==> config.mk <==
export PLATFORM = sky130hd
export DESIGN_NAME = byte_frame_parser
export DESIGN_NICKNAME = d
export VERILOG_FILES = /design/src/rtl/byte_frame_parser.sv
export SDC_FILE = /design/constraint.sdc
export NUM_CORES = 1
export LEC_CHECK = 0
export BUFFER_PORTS_ARGS = -buffer_cell sky130_fd_sc_hd__buf_2
export CORE_MARGIN = 3
export CORE_UTILIZATION = 60
export CTS_BUF_LIST = sky130_fd_sc_hd__clkbuf_4
export CTS_CLUSTER_DIAMETER = 120
export CTS_CLUSTER_SIZE = 10
export DETAILED_ROUTE_END_ITERATION = 7
export PLACE_DENSITY_LB_ADDON = 0.12
export SYNTH_ARGS = -nofsm -noshare
export SYNTH_HDL_FRONTEND = slang
export SYNTH_SLANG_ARGS = --single-unit
==> constraint.sdc <==
create_clock -name clk -period 6.75 [get_ports clk]
set_clock_uncertainty 0.1 [all_clocks]
set_input_delay 1.35 -clock clk [delete_from_list [all_inputs] [get_ports clk]]
set_output_delay 1.35 -clock clk [all_outputs]
set_load 0.05 [all_outputs]
==> src/rtl/byte_frame_parser.sv <==
`default_nettype none
// ============================================================================
// Module      : byte_frame_parser
// Description : Pops bytes from a prefetch FIFO, hunts for a HDR0/HDR1
//               header, forwards the length-prefixed payload with SOF/EOF
//               framing and checks a trailing 8-bit additive checksum.
//               Optional mid-frame idle timeout: define PARSER_TIMEOUT_EN.
// Revision    : 1.0 - initial release
// ============================================================================
module byte_frame_parser #(
    parameter logic [7:0] HDR0        = 8'h55,
    parameter logic [7:0] HDR1        = 8'hAA,
    parameter int         MAX_LEN     = 255,
    parameter int         TIMEOUT_CYC = 1000
) (
    input  logic        clk,
    input  logic        rst_n,
    input  logic        fifo_rd_vld,
    input  logic [7:0]  fifo_rd_data,
    output logic        fifo_rd_en,
    input  logic        out_rdy,
    output logic        out_vld,
    output logic [7:0]  out_data,
    output logic        out_sof,
    output logic        out_eof,
    output logic        frame_done,
    output logic        frame_err,
    output logic [15:0] good_cnt,
    output logic [15:0] err_cnt
);

    typedef enum logic [2:0] {
        S_IDLE    = 3'd0,
        S_HDR     = 3'd1,
        S_LEN     = 3'd2,
        S_PAYLOAD = 3'd3,
        S_CSUM    = 3'd4
    } state_t;

    localparam logic [8:0] c_max_len = 9'(MAX_LEN);

    state_t      r_state;
    state_t      w_state_nxt;
    logic [7:0]  r_sum;
    logic [7:0]  w_sum_nxt;
    logic [7:0]  r_remaining;
    logic [7:0]  w_remaining_nxt;
    logic        r_first;
    logic        w_first_nxt;
    logic        w_load_out;
    logic        w_done_nxt;
    logic        w_err_nxt;
    logic        w_pop;
    logic        w_timeout;

    logic        r_out_vld;
    logic [7:0]  r_out_data;
    logic        r_out_sof;
    logic        r_out_eof;
    logic        r_frame_done;
    logic        r_frame_err;
    logic [15:0] r_good_cnt;
    logic [15:0] r_err_cnt;

    // Only PAYLOAD is back-pressured; pops are suppressed while held in reset.
    assign fifo_rd_en = rst_n & ((r_state == S_PAYLOAD) ? (~r_out_vld | out_rdy) : 1'b1);
    assign w_pop      = fifo_rd_en & fifo_rd_vld;

`ifdef PARSER_TIMEOUT_EN
    localparam logic [15:0] c_timeout_last = 16'(TIMEOUT_CYC - 1);

    logic [15:0] r_idle_cnt;

    always_ff @(posedge clk or negedge rst_n) begin
        if (!rst_n) begin
            r_idle_cnt <= 16'd0;
        end else if ((r_state == S_IDLE) || w_pop) begin
            r_idle_cnt <= 16'd0;
        end else begin
            r_idle_cnt <= r_idle_cnt + 16'd1;
        end
    end

    assign w_timeout = (r_state != S_IDLE) && !w_pop && (r_idle_cnt == c_timeout_last);
`else
    assign w_timeout = 1'b0;
`endif

    always_comb begin
        w_state_nxt     = r_state;
        w_sum_nxt       = r_sum;
        w_remaining_nxt = r_remaining;
        w_first_nxt     = r_first;
        w_load_out      = 1'b0;
        w_done_nxt      = 1'b0;
        w_err_nxt       = 1'b0;
        if (w_timeout) begin
            w_state_nxt = S_IDLE;
            w_done_nxt  = 1'b1;
            w_err_nxt   = 1'b1;
        end else if (w_pop) begin
            case (r_state)
                S_IDLE: begin
                    if (fifo_rd_data == HDR0) w_state_nxt = S_HDR;
                end
                S_HDR: begin
                    if (fifo_rd_data == HDR1)      w_state_nxt = S_LEN;
                    else if (fifo_rd_data != HDR0) w_state_nxt = S_IDLE;
                end
                S_LEN: begin
                    w_sum_nxt = fifo_rd_data;
                    if ({1'b0, fifo_rd_data} > c_max_len) begin
                        w_state_nxt = S_IDLE;
                        w_done_nxt  = 1'b1;
                        w_err_nxt   = 1'b1;
                    end else if (fifo_rd_data == 8'd0) begin
                        w_state_nxt = S_CSUM;
                    end else begin
                        w_state_nxt     = S_PAYLOAD;
                        w_remaining_nxt = fifo_rd_data;
                        w_first_nxt     = 1'b1;
                    end
                end
                S_PAYLOAD: begin
                    w_load_out      = 1'b1;
                    w_sum_nxt       = r_sum + fifo_rd_data;
                    w_remaining_nxt = r_remaining - 8'd1;
                    w_first_nxt     = 1'b0;
                    if (r_remaining == 8'd1) w_state_nxt = S_CSUM;
                end
                S_CSUM: begin
                    w_state_nxt = S_IDLE;
                    w_done_nxt  = 1'b1;
                    w_err_nxt   = (fifo_rd_data != r_sum);
                end
                default: w_state_nxt = S_IDLE;
            endcase
        end
    end

    always_ff @(posedge clk or negedge rst_n) begin
        if (!rst_n) begin
            r_state     <= S_IDLE;
            r_sum       <= 8'd0;
            r_remaining <= 8'd0;
            r_first     <= 1'b0;
        end else begin
            r_state     <= w_state_nxt;
            r_sum       <= w_sum_nxt;
            r_remaining <= w_remaining_nxt;
            r_first     <= w_first_nxt;
        end
    end

    // A new byte is only loaded when the register is empty or being drained.
    always_ff @(posedge clk or negedge rst_n) begin
        if (!rst_n) begin
            r_out_vld  <= 1'b0;
            r_out_data <= 8'd0;
            r_out_sof  <= 1'b0;
            r_out_eof  <= 1'b0;
        end else if (w_load_out) begin
            r_out_vld  <= 1'b1;
            r_out_data <= fifo_rd_data;
            r_out_sof  <= r_first;
            r_out_eof  <= (r_remaining == 8'd1);
        end else if (out_rdy) begin
            r_out_vld  <= 1'b0;
            r_out_sof  <= 1'b0;
            r_out_eof  <= 1'b0;
        end
    end

    always_ff @(posedge clk or negedge rst_n) begin
        if (!rst_n) begin
            r_frame_done <= 1'b0;
            r_frame_err  <= 1'b0;
            r_good_cnt   <= 16'd0;
            r_err_cnt    <= 16'd0;
        end else begin
            r_frame_done <= w_done_nxt;
            r_frame_err  <= w_err_nxt;
            if (w_done_nxt) begin
                if (w_err_nxt) begin
                    if (r_err_cnt != 16'hFFFF) r_err_cnt <= r_err_cnt + 16'd1;
                end else begin
                    if (r_good_cnt != 16'hFFFF) r_good_cnt <= r_good_cnt + 16'd1;
                end
            end
        end
    end

    assign out_vld    = r_out_vld;
    assign out_data   = r_out_data;
    assign out_sof    = r_out_sof;
    assign out_eof    = r_out_eof;
    assign frame_done = r_frame_done;
    assign frame_err  = r_frame_err;
    assign good_cnt   = r_good_cnt;
    assign err_cnt    = r_err_cnt;

endmodule
`default_nettype wire
==> results.ini <==
[setup_path]
reg2reg_from=r_sum[5]
cp_slowest_stage_delay_ns=0.42
critPathMostFrequentCell=buf_2
startpoint_type=input pin
cp_cell_sequence=buf_2 -> a21boi_0 -> buf_2
rr_endpoint=good_cnt[10]
regToRegSetupSlack_ns=4.19
cp-end-kind=primary output
path_class=input pin to primary output
cp-endpoint=fifo_rd_en
worstRegToRegCells=7
arrival_ns=2.28
required_ns=5.30
worst-path-max-fanout=22
cpMaxStageDelayCell=buf_2
crit_start=rst_n

[placement]
dp_hpwl_um=5370
port_buffers=57
gp_congestion=0.911
place_inst=464
dpl-instance-area_um2=3770

[timing]
slew_headroom_pct=39.4
fin_crit_ns=3.73
finalCritPeriodShare_pct=55.2
rsz0062_at_grt=false
worst_pin_slew_ns=0.903
report.final.slew_viol_count=0
fmax_ghz=0.268
final.setup.tns_ns=0
setup_violations=0
worst_hold_slack_ns=0.394
hold_viol_final=0

[clock_network]
clockRootBuffer=clkbuf_4
cts_made_buffers=9
cts_tree=built
clock_path_buffers=2
insertion_delay_ns=0.42
cts_resized=0
ctsHtreeMaxLevel=3
cts.hold.buffers_added=0
clk_pin_slew_ns=0.10
post_cts_buffers=0
clock_sinks=65

[min_path]
min_path_type=flop to flop

[global_route]
antenna_found_initial=0
grt_pass1_vias=2717
overflow=0
busiest_layer=met2
grt_use_met2_pct=42.1
grt_pass1_wl_um=12600
grt_max_degree=48
grt.total_usage_pct=24.7
gr-usage-met3_pct=3.95
use_met1_pct=30.5

[routing]
wirelength_um=7400
drt_first_pass_iters=4
via_per_inst=5.92
vias=2843
wl_per_cell_um=15.4
route.antenna.remaining_nets=0
drc_errors=0
drt_iter0_markers=178

[floorplanning]
rows=26
core_um2=5340
die_w_um=81.8
die_h_um=81.8
die_area_um2=6690
io_pins=58
start_util_pct=64.6

[synthesis]
synth_edf_count=0
synth_seq_cells=65
ys_seq_area_share_pct=47.2
synthCells=347
synth_cell_types=57
synthFlopType=dfrtp_1
yosys.area.top_type_share_pct=47.2
synth_fp_nets=371
avgSynthCellArea_um2=9.93
synthArstFlopShare_pct=100
yosysTopAreaCell=dfrtp_1
synthTopCellsByArea=dfrtp_1 47%, xnor2_1 5.8%, ha_1 4.0%
syn_area_um2=3440
yosys_warnings=0

[finish]
design_area_um2=3880
final-instance-count-excl-fill=480
final_nets=429
area_delta_synth_final_pct=12.7
multi_input_area_um2=1710
layout.area.seq_um2=1630
antenna_cells=0
drive_above_1_share_pct=22.7
fillers=415

[power]
ir_worst_vdd_uv=123
power_density_nw_per_um2=173
p_leak_nw=1.90

[status]
status=finished clean

[flow_run]
cap_violations=0

-- logic make-up (layout without fill, tap and decap cells) --
family	after synthesis	in the layout	share of synthesized area [%]
multiplexers	8	8	2.62
AO/OA/AOI/OAI	74	74	13.4
AND/OR/NAND/NOR	132	132	21.1
adder cells (fa/ha/maj)	12	12	4.58
flip-flops	65	65	47.2
XOR/XNOR	31	31	8.10
buffers and inverters	25	88	3.01
-- worst min path at each step --
stage,startpoint,endpoint,slack (ns),cells after the start
after floorplan,r_sum[2],r_sum[2],0.35,2
after detailed placement,r_sum[6],r_sum[6],0.38,2
after CTS,r_sum[6],r_sum[6],0.40,2
after global placement,r_sum[6],r_sum[6],0.37,2
after global routing,r_sum[6],r_sum[6],0.42,2
final,r_sum[6],r_sum[6],0.39,2
-- cells in the final DEF (no fill, tap or decap), types with 2 or more instances in the layout --
cell type	count
o31ai_1	2
nand4_1	12
o21a_1	4
or4_1	2
nand2b_1	2
ha_1	11
nor3b_1	2
nand3b_1	4
and2_1	4
nor3_1	14
nor2_1	20
and4_1	2
nor2b_1	4
nor4_1	4
clkbuf_4	10
nand3_1	17
buf_2	57
clkinv_2	3
a21oi_1	20
mux2_2	8
o31a_1	3
and3_1	6
nand4b_1	2
o21ai_0	24
inv_1	14
a21boi_0	3
o41ai_1	2
xor2_1	7
or2_2	4
xnor2_1	23
dfrtp_1	65
nand2_1	25
a211oi_1	2
-- sequential cells by signal, summed over array words and instances, names as in the netlist, 3 cells and up --
register,cells
err_cnt,16
good_cnt,16
out_data,8
r_remaining,8
r_sum,8
r_state,3
-- where the power goes --
group          internal [W]  total [W]  switching [W]
Sequential         0.000393   0.000396     0.00000323
Clock             0.0000772   0.000223       0.000145
Combinational     0.0000186  0.0000551      0.0000365
Total              0.000489   0.000674       0.000185
-- metal layers --
layer	share of wire (%)	vias to the layer above
met5	0	-
met4	2.4	0
met3	4.8	14
met2	50	75
met1	43	1386
li1	-	1368
-- cell type report --
cell class / instances / area share [%]
Sequential cell: 65 / 41.9
Inverter: 14 / 1.35
Tap cell: 70 / 2.26
Clock inverter: 6 / 0.902
Clock buffer: 10 / 1.93
Timing Repair Buffer: 58 / 7.54
Multi-Input combinational cell: 257 / 44.1
-- cells in the mapped netlist, types with 4 or more instances --
master,instances
ha_1,11
dfrtp_1,65
nand3_1,17
nand2_1,25
clkbuf_1,8
xnor2_1,23
a21oi_1,20
nand4_1,12
nor3_1,14
nor2b_1,4
o21ai_0,24
nor4_1,4
o21a_1,4
mux2_2,8
and3_1,6
or2_2,4
nand3b_1,4
inv_1,14
and2_1,4
xor2_1,7
nor2_1,20
-- critical path: cells and delay by family --
| kind | cells | cell delay [ns] |
|---|---|---|
| AO/OA/AOI/OAI | 1 | 0.22 |
| buffers and inverters | 2 | 0.70 |
-- stage by stage --
stage	setup slack [ns]	util (%)	power (W)
after floorplan	2.73	-	0.000436
after global placement	3.01	70.7	0.000458
after detailed placement	3.00	70.7	0.000459
after CTS	3.00	72.8	0.000677
after global routing	2.96	72.8	0.000704
final	3.02	72.8	0.000674
(Power assumes the default switching activity.)
